$ cat src/rtl/alu_sweep_ctrl.sv
// Accepts an operand pair, sweeps ALU select codes 0..NUM_OPS-1 through an external
// combinational ALU, buffers every result, then streams the results out with valid/ready.
module alu_sweep_ctrl #(
  parameter int unsigned NUM_OPS = 8
) (
  input  logic       clk,
  input  logic       rst_n,
  input  logic       in_valid,
  output logic       in_ready,
  input  logic [3:0] in_a,
  input  logic [3:0] in_b,
  output logic [3:0] alu_a,
  output logic [3:0] alu_b,
  output logic [2:0] alu_sel,
  input  logic [3:0] alu_res,
  output logic       out_valid,
  input  logic       out_ready,
  output logic [2:0] out_sel,
  output logic [3:0] out_res,
  output logic       out_last,
  output logic       busy
);

  localparam logic [2:0] LastIdx = 3'(NUM_OPS - 1);

  typedef enum logic [1:0] {StIdle, StSweep, StDrain} state_e;

  state_e     state_q, state_d;
  logic [3:0] op_a_q, op_a_d;
  logic [3:0] op_b_q, op_b_d;
  logic [2:0] sel_q, sel_d;
  logic [2:0] idx_q, idx_d;
  logic [2:0] idx_nxt;
  logic [3:0] buf_q [8];
  logic [3:0] buf_d [8];
  logic       out_valid_q, out_valid_d;
  logic [3:0] out_res_q, out_res_d;
  logic       out_last_q, out_last_d;
  logic       busy_q, busy_d;

  always_comb begin
    state_d     = state_q;
    op_a_d      = op_a_q;
    op_b_d      = op_b_q;
    sel_d       = sel_q;
    idx_d       = idx_q;
    buf_d       = buf_q;
    out_valid_d = out_valid_q;
    out_res_d   = out_res_q;
    out_last_d  = out_last_q;
    busy_d      = busy_q;
    idx_nxt     = idx_q + 3'd1;

    unique case (state_q)
      StIdle: begin
        if (in_valid) begin
          op_a_d  = in_a;
          op_b_d  = in_b;
          sel_d   = 3'd0;
          busy_d  = 1'b1;
          state_d = StSweep;
        end
      end
      StSweep: begin
        buf_d[sel_q] = alu_res;
        if (sel_q == LastIdx) begin
          sel_d       = 3'd0;
          idx_d       = 3'd0;
          out_valid_d = 1'b1;
          // Read through buf_d so a single-op sweep sees the value written this cycle.
          out_res_d   = buf_d[0];
          out_last_d  = (LastIdx == 3'd0);
          state_d     = StDrain;
        end else begin
          sel_d = sel_q + 3'd1;
        end
      end
      StDrain: begin
        if (out_ready) begin
          if (out_last_q) begin
            idx_d       = 3'd0;
            out_valid_d = 1'b0;
            out_last_d  = 1'b0;
            busy_d      = 1'b0;
            state_d     = StIdle;
          end else begin
            idx_d      = idx_nxt;
            out_res_d  = buf_q[idx_nxt];
            out_last_d = (idx_nxt == LastIdx);
          end
        end
      end
      default: state_d = StIdle;
    endcase
  end

  always_ff @(posedge clk or negedge rst_n) begin
    if (!rst_n) begin
      state_q     <= StIdle;
      op_a_q      <= 4'd0;
      op_b_q      <= 4'd0;
      sel_q       <= 3'd0;
      idx_q       <= 3'd0;
      out_valid_q <= 1'b0;
      out_res_q   <= 4'd0;
      out_last_q  <= 1'b0;
      busy_q      <= 1'b0;
      for (int i = 0; i < 8; i++) begin
        buf_q[i] <= 4'd0;
      end
    end else begin
      state_q     <= state_d;
      op_a_q      <= op_a_d;
      op_b_q      <= op_b_d;
      sel_q       <= sel_d;
      idx_q       <= idx_d;
      out_valid_q <= out_valid_d;
      out_res_q   <= out_res_d;
      out_last_q  <= out_last_d;
      busy_q      <= busy_d;
      for (int i = 0; i < 8; i++) begin
        buf_q[i] <= buf_d[i];
      end
    end
  end

  // Gated by rst_n so in_ready reads 0 throughout reset; no path from in_valid.
  assign in_ready  = rst_n && (state_q == StIdle);
  assign alu_a     = op_a_q;
  assign alu_b     = op_b_q;
  assign alu_sel   = sel_q;
  assign out_valid = out_valid_q;
  assign out_sel   = idx_q;
  assign out_res   = out_res_q;
  assign out_last  = out_last_q;
  assign busy      = busy_q;

endmodule

$ cat config.mk
export PLATFORM = sky130hd
export DESIGN_NAME = alu_sweep_ctrl
export DESIGN_NICKNAME = d
export VERILOG_FILES = /design/src/rtl/alu_sweep_ctrl.sv
export SDC_FILE = /design/constraint.sdc
export NUM_CORES = 1
export LEC_CHECK = 0
export ABC_AREA = 1
export CORE_MARGIN = 2
export CORE_UTILIZATION = 60
export CTS_BUF_LIST = sky130_fd_sc_hd__clkbuf_8 sky130_fd_sc_hd__clkbuf_16
export DETAILED_ROUTE_END_ITERATION = 6
export DONT_BUFFER_PORTS = 1
export GPL_ROUTABILITY_DRIVEN = 0
export PLACE_DENSITY_LB_ADDON = 0.05
export SKIP_LAST_GASP = 1
export SYNTH_ARGS = -nofsm -noshare
export SYNTH_HDL_FRONTEND = slang
export SYNTH_SLANG_ARGS = --single-unit
$ cat constraint.sdc
create_clock -name clk -period 3.19 [get_ports clk]
set_clock_uncertainty 0.05 [all_clocks]
set_input_delay 0.1595 -clock clk [delete_from_list [all_inputs] [get_ports clk]]
set_output_delay 0.1595 -clock clk [all_outputs]
set_load 0.005 [all_outputs]
==> results of run 1 <==
[what timing repair did]
item | CTS | global route
resized for setup | 0 | 0
hold buffers | 11 | 0
endpoints found under the hold margin | 66 | 0
setup endpoints to repair | 0 | 0
[cell type report]
cell class,instances,share of cell area (%)
clock buffer,5,2.37
sequential,55,47.5
timing repair buffer,12,4.66
multi-input combinational,209,37.0
tap,50,2.16
clock inverter,3,2.20
inverter,32,4.14
[sequential cells by signal, summed over array words and instances (netlist names)]
| register | cells |
|---|---|
| out_res | 4 |
| out_sel | 3 |
| alu_a | 4 |
| out_last | 1 |
| busy | 1 |
| buf_q | 32 |
| out_valid | 1 |
| alu_b | 4 |
| state_q | 2 |
| alu_sel | 3 |
[final timing paths]
kind / startpoint / to / slack [ps] / cells past startpoint
worst min register to register: buf_q[31]$_DFFE_PN0P_ / buf_q[31]$_DFFE_PN0P_ / 450 / 2
worst max register to register: out_sel[0]$_DFFE_PN0P_ / out_res[2]$_DFFE_PN0P_ / 1180 / 9
min in group asynchronous: rst_n / out_sel[2]$_DFFE_PN0P_ / 310 / 2
worst max-delay path: out_sel[0]$_DFFE_PN0P_ / out_res[2]$_DFFE_PN0P_ / 1180 / 9
max in group asynchronous: rst_n / alu_a[3]$_DFFE_PN0P_ / 2530 / 2
worst min-delay path: in_valid / state_q[1]$_DFFE_PN0P_ / 40 / 2
[per-stage QoR]
| stage | utilization (%) | power [mW] | std cells | hold slack, ps | setup WS, ps |
|---|---|---|---|---|---|
| floorplan | - | 2.16 | 302 | -186 | 1300 |
| global placement | 64.6 | 2.41 | 347 | -185 | 1340 |
| detailed placement | 64.6 | 2.45 | 347 | -185 | 1280 |
| CTS | 70.9 | 3.01 | 366 | 35.2 | 1260 |
| global route | 70.9 | 3.29 | 366 | 45.4 | 1020 |
| finish | 70.9 | 3.02 | 366 | 43.9 | 1180 |
[cell usage in the layout, fill, tap and decap left out]
| cell type | count |
|---|---|
| sky130_fd_sc_hd__buf_16 | 1 |
| sky130_fd_sc_hd__nor2_4 | 2 |
| sky130_fd_sc_hd__inv_1 | 31 |
| sky130_fd_sc_hd__ha_1 | 5 |
| sky130_fd_sc_hd__mux2_2 | 8 |
| sky130_fd_sc_hd__buf_4 | 1 |
| sky130_fd_sc_hd__o31ai_1 | 1 |
| sky130_fd_sc_hd__nor3b_1 | 1 |
| sky130_fd_sc_hd__bufinv_16 | 2 |
| sky130_fd_sc_hd__clkbuf_8 | 5 |
| sky130_fd_sc_hd__nand2_2 | 2 |
| sky130_fd_sc_hd__dfrtp_1 | 55 |
| sky130_fd_sc_hd__inv_2 | 2 |
| sky130_fd_sc_hd__nor2_1 | 15 |
| sky130_fd_sc_hd__nor3_4 | 3 |
| sky130_fd_sc_hd__dlygate4sd3_1 | 10 |
| sky130_fd_sc_hd__xnor2_1 | 1 |
| sky130_fd_sc_hd__nand2_1 | 85 |
| sky130_fd_sc_hd__nand3_1 | 34 |
| sky130_fd_sc_hd__a21oi_1 | 15 |
| sky130_fd_sc_hd__xor2_1 | 1 |
| sky130_fd_sc_hd__o21ai_0 | 33 |
| sky130_fd_sc_hd__o21ai_1 | 1 |
| sky130_fd_sc_hd__o22ai_1 | 2 |
[cell families after synthesis]
kind of cell / after synthesis / synth area share (%)
mux: 8 / 3.47
fa+ha+maj: 5 / 2.41
flops: 55 / 53.0
compound gates: 52 / 10.2
buf+inv: 38 / 5.73
xor+xnor: 2 / 0.674
simple gates: 142 / 24.5
[power by group]
group          switching, mW  leakage [nW]  internal (mW)
registers              0.258         0.656           1.03
clock network          0.221        0.0695          0.311
logic                  0.778         0.676          0.428
total                   1.26          1.40           1.77
[metal layers]
layer | wire length [µm] | track usage, % | part of all wire (%)
met1 | 2720 | 37.4 | 45
met2 | 2900 | 42.2 | 48
met3 | 313 | 5.96 | 5.2
met4 | 110 | 8.76 | 1.8
met5 | 0 | 0 | 0
==> out/qor.txt, run 1 <==
LOGIC SYNTHESIS
----------------------------------------------------------------------------
Net count of the mapped netlist                                          323
Cell area after technology mapping                                  2600 µm²
Proportion of synthesized chip area in sequential cells                53.0%
Cell types with the largest area share after synthesis          sky130_fd_sc_hd__dfrtp_1, sky130_fd_sc_hd__nand2_1, sky130_fd_sc_hd__nand3_1, sky130_fd_sc_hd__o21ai_0, sky130_fd_sc_hd__inv_1
Async set or reset register ratio after synthesis                       100%
Largest area contributor in the netlist                         sky130_fd_sc_hd__dfrtp_1
Mapped Avg Cell Area                                                8.60 µm²
Synth warn                                                                 0
Most used DFF post-synth                                        sky130_fd_sc_hd__dfrtp_1
Count of flip-flops with a built-in enable after synthesis                 0
Most common cell in the synthesized netlist                     sky130_fd_sc_hd__nand2_1
Synth Instances                                                          302
Top-area cell type share of the netlist area                           53.0%
Commonest cells post-synth                                      sky130_fd_sc_hd__nand2_1, sky130_fd_sc_hd__dfrtp_1, sky130_fd_sc_hd__nand3_1
Count of unique library cells instantiated by Yosys                       21
Post-synthesis register bit count                                         55

WORST SETUP PATH
----------------------------------------------------------------------------
Cell repeated most along the worst path                         sky130_fd_sc_hd__nand3_1
Cell class contributing the biggest share of worst-path delay   buffers and inverters
Crit path buffers/inverters                                                3
Class of the most critical setup path                             reg -> reg
Data arrival time of the critical path                               2180 ps
Cell type of the slowest stage on the worst timing path         sky130_fd_sc_hd__ha_1
Peak per-stage delay on the critical path                             460 ps
Cells traversed along the worst timing path                     buf_4 > inv_2 > ha_1 > inv_1 > nand3_1 > nand3_1 > nand3_1 > nand2_1 > nand2_1
Peak fanout along the critical path                                       20
Worst Setup End Kind                                                    flop
Required time of the critical path                                   3350 ps
CP startpoint kind                                                      flop

PLACEMENT
----------------------------------------------------------------------------
Hpwl dp                                                              4.09 mm
IO Port Bufs                                                               0
Area post-placement                                                 2640 µm²

POWER AND IR DROP
----------------------------------------------------------------------------
Cell leakage power                                                   1.40 nW
Max IR drop VDD                                                     0.650 mV
Cell Pwr Density                                                 1040 nW/µm²

CLOCK NETWORK
----------------------------------------------------------------------------
Number of setup buffers added after CTS                                    0
Number of buffers added by the clock tree synthesis step                   5
Buffer type at the clock tree root                              sky130_fd_sc_hd__clkbuf_8
Reg clk slew, reported paths                                          100 ps
CTS tree                                                                 yes
Maximum buffer depth of the clock tree                                     2
# H-tree levels                                                            2
Clk Latency, worst-skew pair                                          310 ps
Clock tree sinks                                                          55

FINISH
----------------------------------------------------------------------------
Total area of multi-input combinational cells                       1070 µm²
Summed area of non-filler cells in the final layout                 2900 µm²
Count of filler cells inserted in the layout                             330
Combined flip-flop and latch cell area                              1380 µm²
Nets@finish                                                              336
Share of cells above drive strength 1                                  8.23%
Antenna fix cells                                                          0
Layout overhead on the synthesized area                                11.6%

GLOBAL ROUTING
----------------------------------------------------------------------------
Global-route wire length before repair                               10.0 mm
Antenna violations before repair                                           0
Number of global-route vias before repair                              1,988
Maximum number of pins on one net before global-route repair              56
GR Overflow Total                                                          0
Combined global-route utilization of all metal layers                  26.9%

DIE
----------------------------------------------------------------------------
DIE AREA                                                            4870 µm²
Die X                                                                69.8 µm
Ports                                                                     38
Chip Height                                                          69.8 µm
Floorplan Core Area                                                 4090 µm²
Row cnt                                                                   23
Effective utilization at floorplan                                     63.6%

ROUTE
----------------------------------------------------------------------------
Post-DR wirelength/cell                                              16.5 µm
Via count of the routed design                                         2,022
First-pass iteration count of the detailed router                          4
Detail-routed via count per cell                                        5.52
DRT antenna net count                                                      0
Number of remaining DRC errors                                             0
Final WL                                                             6.05 mm
Initial drt markers                                                      205

STA
----------------------------------------------------------------------------
Final setup viols                                                          0
Actual transition at the worst max-transition pin                     521 ps
Worst relative slew slack                                              65.2%
Pins Over Slew Limit                                                       0
Hold Fails Final Rpt                                                       0
Unrepaired setup endpoints after global routing                           no
Min Clock Period, post-route                                         2010 ps
Setup TNS after final layout                                            0 ps
Maximum frequency from static timing analysis                        497 MHz
Crit share post-route                                                  63.0%

HOLD PATH
----------------------------------------------------------------------------
Hold Path Class                                                    in -> reg

OUTCOME
----------------------------------------------------------------------------
Run status                                                         completed

FLOW RUN
----------------------------------------------------------------------------
Maximum capacitance violations                                             0

Power figures use the tool's default switching activity.
==> run 2: changes to the inputs <==
--- a/config.mk
+++ b/config.mk
@@ -7,7 +7,7 @@
 export LEC_CHECK = 0
 export ABC_AREA = 1
 export CORE_MARGIN = 2
-export CORE_UTILIZATION = 60
+export CORE_UTILIZATION = 56
 export CTS_BUF_LIST = sky130_fd_sc_hd__clkbuf_8 sky130_fd_sc_hd__clkbuf_16
 export DETAILED_ROUTE_END_ITERATION = 6
 export DONT_BUFFER_PORTS = 1
==> constraint.sdc (replaced) <==
create_clock -name clk -period 1.8 [get_ports clk]
set_clock_uncertainty 0.05 [all_clocks]
set_input_delay 0.09 -clock clk [delete_from_list [all_inputs] [get_ports clk]]
set_output_delay 0.09 -clock clk [all_outputs]
set_load 0.005 [all_outputs]
==> out/qor.txt, run 2 (same netlist as run 1, synthesis figures left out) <==
WORST SETUP PATH
-------------------------------------------------------------------------------------
Data arrival time of the critical path                                        1710 ps   was 2180 ps
Peak fanout along the critical path                                                 7   was 20
Required time of the critical path                                            1950 ps   was 3350 ps
Cells traversed along the worst timing path                              buf_4 > nor2_1 > nand2_1 > o21ai_0 > a21oi_1 > nand2_1 > nand2_1   was buf_4 > inv_2 > ha_1 > inv_1 > nand3_1 > nand3_1 > nand3_1 > nand2_1 > nand2_1
Class of the most critical setup path                                      reg -> reg   unchanged
Worst Setup End Kind                                                             flop   unchanged
Crit path buffers/inverters                                                         1   was 3
Cell repeated most along the worst path                                  sky130_fd_sc_hd__nand2_1   was sky130_fd_sc_hd__nand3_1
CP startpoint kind                                                               flop   unchanged
Peak per-stage delay on the critical path                                      390 ps   was 460 ps
Cell class contributing the biggest share of worst-path delay            simple AND/OR/NAND/NOR gates   was buffers and inverters
Cell type of the slowest stage on the worst timing path                  sky130_fd_sc_hd__dfrtp_1   was sky130_fd_sc_hd__ha_1

FINISH
-------------------------------------------------------------------------------------
Antenna fix cells                                                                   0   unchanged
Share of cells above drive strength 1                                           11.5%   was 8.23%
Flip-flop count of the largest register, all copies and words added                32   unchanged
Most frequent standard cell in the layout excluding fill and tap cells   sky130_fd_sc_hd__nand2_1   unchanged
Layout overhead on the synthesized area                                         12.6%   was 11.6%
Post-Layout Cell Count                                                            374   was 366
Count of filler cells inserted in the layout                                      385   was 330
Nets@finish                                                                       342   was 336
Most used cells in the layout excluding fill and tap cells               sky130_fd_sc_hd__nand2_1, sky130_fd_sc_hd__dfrtp_1, sky130_fd_sc_hd__nand3_1, sky130_fd_sc_hd__o21ai_0, sky130_fd_sc_hd__inv_1   unchanged
Register bank with the most flops                                               buf_q   unchanged

DIE
-------------------------------------------------------------------------------------
Floorplan Core Area                                                          4410 µm²   was 4090 µm²
Chip Height                                                                   72.1 µm   was 69.8 µm
Die X                                                                         72.1 µm   was 69.8 µm
Effective utilization at floorplan                                              58.8%   was 63.6%
Ports                                                                              38   unchanged
DIE AREA                                                                     5200 µm²   was 4870 µm²
Row cnt                                                                            24   was 23

CLOCK NETWORK
-------------------------------------------------------------------------------------
Reg clk slew, reported paths                                                    90 ps   was 100 ps
CTS tree                                                                          yes   unchanged
Maximum buffer depth of the clock tree                                              2   unchanged
Clk Latency, worst-skew pair                                                   300 ps   was 310 ps
Number of buffers added by the clock tree synthesis step                            5   unchanged
Number of setup buffers added after CTS                                             0   unchanged
Buffer type at the clock tree root                                       sky130_fd_sc_hd__clkbuf_8   unchanged
Clock tree sinks                                                                   55   unchanged
# H-tree levels                                                                     2   unchanged

STA
-------------------------------------------------------------------------------------
Min Clock Period, post-route                                                  1560 ps   was 2010 ps
Setup TNS after final layout                                                     0 ps   unchanged
Final setup viols                                                                   0   unchanged
Unrepaired setup endpoints after global routing                                    no   unchanged
Worst relative slew slack                                                       72.4%   was 65.2%
Maximum frequency from static timing analysis                                 639 MHz   was 497 MHz
Actual transition at the worst max-transition pin                              411 ps   was 521 ps
Pins Over Slew Limit                                                                0   unchanged
Hold Fails Final Rpt                                                                0   unchanged
Crit share post-route                                                           86.9%   was 63.0%

OUTCOME
-------------------------------------------------------------------------------------
Run status                                                                  completed   unchanged

POWER AND IR DROP
-------------------------------------------------------------------------------------
Cell leakage power                                                            1.40 nW   about the same
Cell Pwr Density                                                          1770 nW/µm²   was 1040 nW/µm²
Max IR drop VDD                                                              0.982 mV   was 0.650 mV

ROUTE
-------------------------------------------------------------------------------------
DRT antenna net count                                                               0   unchanged
Post-DR wirelength/cell                                                       15.4 µm   was 16.5 µm
Initial drt markers                                                               171   was 205
Number of remaining DRC errors                                                      0   unchanged
Final WL                                                                      5.74 mm   was 6.05 mm
Via count of the routed design                                                  2,070   was 2,022
Detail-routed via count per cell                                                 5.53   was 5.52
First-pass iteration count of the detailed router                                   4   unchanged

PLACEMENT
-------------------------------------------------------------------------------------
DP Cell Count                                                                     354   was 347
IO Port Bufs                                                                        0   unchanged
Hpwl dp                                                                       4.10 mm   was 4.09 mm

GLOBAL ROUTING
-------------------------------------------------------------------------------------
Global-route wire length before repair                                        9.82 mm   was 10.0 mm
Maximum number of pins on one net before global-route repair                       56   unchanged
Number of global-route vias before repair                                       2,027   was 1,988
Combined global-route utilization of all metal layers                           24.7%   was 26.9%
Antenna violations before repair                                                    0   unchanged
GR Overflow Total                                                                   0   unchanged

HOLD PATH
-------------------------------------------------------------------------------------
Hold Path Class                                                             in -> reg   unchanged

FLOW RUN
-------------------------------------------------------------------------------------
Maximum capacitance violations                                                      0   unchanged

-- run 2: cell count changes in the layout (fill, tap and decap cells not counted), moves of 2 or more --
cell                        change
sky130_fd_sc_hd__buf_4          +5
sky130_fd_sc_hd__bufinv_16      -2
sky130_fd_sc_hd__clkbuf_8       +2
sky130_fd_sc_hd__dfrtp_1        -2
sky130_fd_sc_hd__dfrtp_2        +2
sky130_fd_sc_hd__inv_1          -3
sky130_fd_sc_hd__inv_2          +2
-- run 2: worst min-delay path, cell delays in order --
cell and delay [ps]:
sky130_fd_sc_hd__inv_1 50, sky130_fd_sc_hd__o21ai_0 100, sky130_fd_sc_hd__o31ai_1 80
-- run 2: routing by layer --
metal / up-vias / part of all wire [%] / track usage [%]
met5: - / 0 / 0
met4: 0 / 2.2 / 10.1
met3: 11 / 6.7 / 5.69
met2: 66 / 47 / 36.4
met1: 977 / 44 / 35.6
li1: 1016 / - / -
-- run 2: layout make-up --
class	instances	area, µm²	area share [%]
multi-input cells	209	1070	36.7
inverters	32	120	4.11
flip-flops and latches	55	1380	47.1
clock inverters	1	7.51	0.257
repair buffers	18	183	6.24
clock buffers	7	96.3	3.29
well taps	52	65.1	2.22
-- run 2: what timing repair did --
| item | 4_1_cts | 5_1_grt |
|---|---|---|
| hold endpoints to repair | 67 | 0 |
| hold buffers | 13 | 0 |
| endpoints found under the setup margin | 0 | 2 |
| gates resized for setup | 0 | 4 |
-- run 2: per-stage QoR --
step	util [%]	hold WS, ps	worst slack, ps	power [mW]	instance area [µm²]
finish	66.3	1.39	235	5.18	2930
global route	66.3	29.1	22.6	5.68	2930
CTS	66.4	3.95	39.0	5.22	2930
detailed placement	60.7	-254	246	4.41	2680
global placement	60.7	-254	230	4.36	2680
floorplan	-	-256	21.3	3.85	2600
-- run 2: final timing paths --
path,slack [ps],cells past startpoint,startpoint,endpoint
hold / removal,1,3,out_ready,state_q[1]$_DFFE_PN0P_
max in group asynchronous,1200,2,rst_n,alu_sel[0]$_DFFE_PN0P_
hold reg to reg,450,2,buf_q[27]$_DFFE_PN0P_,buf_q[27]$_DFFE_PN0P_
setup / recovery,240,7,alu_sel[1]$_DFFE_PN0P_,out_res[0]$_DFFE_PN0P_
setup reg to reg,240,7,alu_sel[1]$_DFFE_PN0P_,out_res[0]$_DFFE_PN0P_
min in group asynchronous,240,2,rst_n,out_sel[0]$_DFFE_PN0P_
-- run 2: power breakdown --
part	leakage (nW)	internal [mW]	switching, mW
Sequential	0.654	1.83	0.429
Combinational	0.700	0.834	1.35
Clock	0.0505	0.350	0.383
==> run 3: changes to the inputs <==
--- a/config.mk
+++ b/config.mk
@@ -5,8 +5,6 @@
 export SDC_FILE = /design/constraint.sdc
 export NUM_CORES = 1
 export LEC_CHECK = 0
-export ABC_AREA = 1
-export CORE_MARGIN = 2
 export CORE_UTILIZATION = 56
 export CTS_BUF_LIST = sky130_fd_sc_hd__clkbuf_8 sky130_fd_sc_hd__clkbuf_16
 export DETAILED_ROUTE_END_ITERATION = 6
==> out/qor.txt, run 3 <==
LOGIC SYNTHESIS
-------------------------------------------------------------------------------------
Net count of the mapped netlist                                                   212   was 323
Most used DFF post-synth                                                 sky130_fd_sc_hd__dfrtp_1   unchanged
Commonest cells post-synth                                               sky130_fd_sc_hd__dfrtp_1, sky130_fd_sc_hd__mux2_2, sky130_fd_sc_hd__nand2_1   was sky130_fd_sc_hd__nand2_1, sky130_fd_sc_hd__dfrtp_1, sky130_fd_sc_hd__nand3_1
Cell area after technology mapping                                           2620 µm²   was 2600 µm²
Proportion of synthesized chip area in sequential cells                         52.6%   was 53.0%
Mapped Avg Cell Area                                                         13.7 µm²   was 8.60 µm²
Count of flip-flops with a built-in enable after synthesis                          0   unchanged
Async set or reset register ratio after synthesis                                100%   unchanged
Synth Instances                                                                   191   was 302
Top-area cell type share of the netlist area                                    52.6%   was 53.0%
Largest area contributor in the netlist                                  sky130_fd_sc_hd__dfrtp_1   unchanged
Post-synthesis register bit count                                                  55   unchanged
Cell types with the largest area share after synthesis                   sky130_fd_sc_hd__dfrtp_1, sky130_fd_sc_hd__mux2_2, sky130_fd_sc_hd__mux4_2, sky130_fd_sc_hd__mux2i_1, sky130_fd_sc_hd__nand2_1   was sky130_fd_sc_hd__dfrtp_1, sky130_fd_sc_hd__nand2_1, sky130_fd_sc_hd__nand3_1, sky130_fd_sc_hd__o21ai_0, sky130_fd_sc_hd__inv_1
Count of unique library cells instantiated by Yosys                                32   was 21
Synth warn                                                                          0   unchanged
Most common cell in the synthesized netlist                              sky130_fd_sc_hd__dfrtp_1   was sky130_fd_sc_hd__nand2_1

GLOBAL ROUTING
-------------------------------------------------------------------------------------
GR Overflow Total                                                                   0   unchanged
Combined global-route utilization of all metal layers                           22.9%   was 24.7%
Global-route wire length before repair                                        8.69 mm   was 9.82 mm
Number of global-route vias before repair                                       1,757   was 2,027
Antenna violations before repair                                                    0   unchanged
Maximum number of pins on one net before global-route repair                       56   unchanged

STA
-------------------------------------------------------------------------------------
Crit share post-route                                                           95.3%   was 86.9%
Min Clock Period, post-route                                                  1720 ps   was 1560 ps
Worst relative slew slack                                                       64.9%   was 72.4%
Actual transition at the worst max-transition pin                              524 ps   was 411 ps
Slack of the critical path                                                    83.9 ps   was 235 ps
Maximum frequency from static timing analysis                                 583 MHz   was 639 MHz
Final setup viols                                                                   0   unchanged
Pins Over Slew Limit                                                                0   unchanged
Hold Fails Final Rpt                                                                0   unchanged
Unrepaired setup endpoints after global routing                                    no   unchanged

FINISH
-------------------------------------------------------------------------------------
Summed area of non-filler cells in the final layout                          3020 µm²   was 2930 µm²
Antenna fix cells                                                                   0   unchanged
Layout overhead on the synthesized area                                         15.6%   was 12.6%
Combined flip-flop and latch cell area                                       1380 µm²   about the same
Most used cells in the layout excluding fill and tap cells               sky130_fd_sc_hd__dfrtp_1, sky130_fd_sc_hd__mux2_2, sky130_fd_sc_hd__nand2_1, sky130_fd_sc_hd__dlygate4sd3_1, sky130_fd_sc_hd__buf_4   was sky130_fd_sc_hd__nand2_1, sky130_fd_sc_hd__dfrtp_1, sky130_fd_sc_hd__nand3_1, sky130_fd_sc_hd__o21ai_0, sky130_fd_sc_hd__inv_1
Count of filler cells inserted in the layout                                      353   was 385
Share of cells above drive strength 1                                           34.5%   was 11.5%
Flip-flop count of the largest register, all copies and words added                32   unchanged
Total area of multi-input combinational cells                                1200 µm²   was 1070 µm²
Nets@finish                                                                       240   was 342
Most frequent standard cell in the layout excluding fill and tap cells   sky130_fd_sc_hd__dfrtp_1   was sky130_fd_sc_hd__nand2_1
Register bank with the most flops                                               buf_q   unchanged

POWER AND IR DROP
-------------------------------------------------------------------------------------
Cell Pwr Density                                                          1730 nW/µm²   was 1770 nW/µm²
Max IR drop VDD                                                              0.933 mV   was 0.982 mV
Cell leakage power                                                            1.32 nW   was 1.40 nW

WORST SETUP PATH
-------------------------------------------------------------------------------------
CP startpoint kind                                                               flop   unchanged
Cells traversed along the worst timing path                              nand2b_1 > nor3_2 > mux2_2   was buf_4 > nor2_1 > nand2_1 > o21ai_0 > a21oi_1 > nand2_1 > nand2_1
Peak per-stage delay on the critical path                                      500 ps   was 390 ps
Slack of the worst reg-to-reg path                                              80 ps   was 240 ps
Depth of the most critical reg-to-reg path                                          3   was 7
Cell class contributing the biggest share of worst-path delay            simple AND/OR/NAND/NOR gates   unchanged
Data arrival time of the critical path                                        1850 ps   was 1710 ps
Required time of the critical path                                            1930 ps   was 1950 ps
End point of the critical path                                           buf_q[18]$_DFFE_PN0P_   was out_res[0]$_DFFE_PN0P_
Peak fanout along the critical path                                                 7   unchanged
Cell type of the slowest stage on the worst timing path                  sky130_fd_sc_hd__nor3_2   was sky130_fd_sc_hd__dfrtp_1
Endpoint of the most critical register-to-register path                  buf_q[18]$_DFFE_PN0P_   was out_res[0]$_DFFE_PN0P_
Worst Setup End Kind                                                             flop   unchanged
Class of the most critical setup path                                      reg -> reg   unchanged
Crit path buffers/inverters                                                         0   was 1
Launching point of the worst reg2reg path                                state_q[1]$_DFFE_PN0P_   was alu_sel[1]$_DFFE_PN0P_
Number of logic stages on the critical path including buffering                     3   was 7
Launching instance or port of the critical path                          state_q[1]$_DFFE_PN0P_   was alu_sel[1]$_DFFE_PN0P_

CLOCK NETWORK
-------------------------------------------------------------------------------------
Buffer type at the clock tree root                                       sky130_fd_sc_hd__clkbuf_8   unchanged
CTS tree                                                                          yes   unchanged
# H-tree levels                                                                     2   unchanged
Clock tree sinks                                                                   55   unchanged
Number of setup buffers added after CTS                                             0   unchanged
Clk Latency, worst-skew pair                                                   300 ps   about the same
Maximum buffer depth of the clock tree                                              2   unchanged
Reg clk slew, reported paths                                                    90 ps   about the same
Number of buffers added by the clock tree synthesis step                            5   unchanged

ROUTE
-------------------------------------------------------------------------------------
Number of remaining DRC errors                                                      0   unchanged
Via count of the routed design                                                  1,644   was 2,070
Detail-routed via count per cell                                                 6.04   was 5.53
Post-DR wirelength/cell                                                       19.1 µm   was 15.4 µm
Final WL                                                                      5.20 mm   was 5.74 mm
First-pass iteration count of the detailed router                                   4   unchanged
DRT antenna net count                                                               0   unchanged
Initial drt markers                                                               102   was 171

PLACEMENT
-------------------------------------------------------------------------------------
Area post-placement                                                          2750 µm²   was 2680 µm²
IO Port Bufs                                                                        0   unchanged
Pre-CTS worst setup slack                                                     93.0 ps   was 246 ps
Hpwl dp                                                                       3.69 mm   was 4.10 mm

HOLD PATH
-------------------------------------------------------------------------------------
Hold Path Class                                                             in -> reg   unchanged

DIE
-------------------------------------------------------------------------------------
DIE AREA                                                                     4950 µm²   was 5200 µm²
Floorplan Core Area                                                          4410 µm²   unchanged
Chip Height                                                                   70.3 µm   was 72.1 µm
Row cnt                                                                            24   unchanged
Effective utilization at floorplan                                              59.2%   was 58.8%
Ports                                                                              38   unchanged
Die X                                                                         70.3 µm   was 72.1 µm

FLOW RUN
-------------------------------------------------------------------------------------
Maximum capacitance violations                                                      0   unchanged

OUTCOME
-------------------------------------------------------------------------------------
Run status                                                                  completed   unchanged

==> run 3: changes by cell type after synthesis, sizes merged, moves of 8 or more <==
| cell | previous run | this run |
|---|---|---|
| o21ai | 34 | 7 |
| mux4 | 0 | 8 |
| nand3 | 34 | 1 |
| inv | 32 | 2 |
| nor2 | 17 | 3 |
| mux2 | 8 | 40 |
| nand2 | 87 | 19 |
| mux2i | 0 | 8 |
==> run 3: through the flow <==
| step | setup TNS (ps) | utilization [%] | power, mW | instances | hold slack [ps] |
|---|---|---|---|---|---|
| finish | 0 | 68.5 | 5.22 | 272 | 12.2 |
| global route | 0 | 68.5 | 5.57 | 272 | 18.9 |
| CTS | 0 | 68.5 | 5.25 | 272 | 4.58 |
| detailed placement | 0 | 62.4 | 4.56 | 247 | -255 |
| global placement | 0 | 62.4 | 4.43 | 247 | -255 |
| floorplan | -105 | - | 3.98 | 191 | -256 |
==> run 3: routing by layer <==
layer	vias to the layer above	share of wire (%)	global-route usage [%]
met3	4	3.9	4.91
met2	37	48	35.2
met1	852	47	33.6
li1	751	-	-
met4	0	0.65	5.11
met5	-	0	0
==> run 3: repair_timing <==
item                       4_1_cts  5_1_grt
setup endpoints to repair        0        1
hold endpoints to repair        97        0
resized for setup                0        1
hold buffers                    17        0
==> run 3: worst min-delay path by stage <==
| stage | from | endpoint | slack, ps | cells past startpoint |
|---|---|---|---|---|
| detailed placement | rst_n | out_sel[2]$_DFFE_PN0P_ | -250 | 0 |
| global route | out_ready | out_valid$_DFFE_PN0P_ | 20 | 3 |
| CTS | out_ready | out_valid$_DFFE_PN0P_ | 5 | 3 |
| global placement | rst_n | out_sel[2]$_DFFE_PN0P_ | -250 | 0 |
| floorplan | rst_n | alu_a[0]$_DFFE_PN0P_ | -260 | 0 |
| finish | out_ready | out_valid$_DFFE_PN0P_ | 10 | 3 |
==> run 3: power breakdown <==
| part | switching (mW) | internal (mW) |
|---|---|---|
| registers | 0.461 | 1.85 |
| logic | 0.950 | 1.34 |
| clock network | 0.363 | 0.263 |
==> run 3: cell families after synthesis <==
family                   share of synthesized area [%]
XOR/XNOR                                         0.335
multiplexers                                      27.8
AO/OA/AOI/OAI                                     6.03
adder cells (fa/ha/maj)                           2.39
AND/OR/NAND/NOR                                   8.95
flip-flops                                        52.6
buffers and inverters                             1.91
==> run 3: layout make-up <==
| class | instances | share of cell area (%) |
|---|---|---|
| clock inverter | 3 | 0.414 |
| multi-input combinational | 126 | 39.7 |
| timing repair buffer | 29 | 9.60 |
| sequential | 55 | 45.6 |
| clock buffer | 5 | 2.28 |
| inverter | 2 | 0.248 |
| tap | 52 | 2.15 |
==> run 3: worst min-delay path, stage by stage <==
cell and delay, ps:
sky130_fd_sc_hd__nand3_1 80, sky130_fd_sc_hd__nand2_1 80, sky130_fd_sc_hd__a21oi_1 70
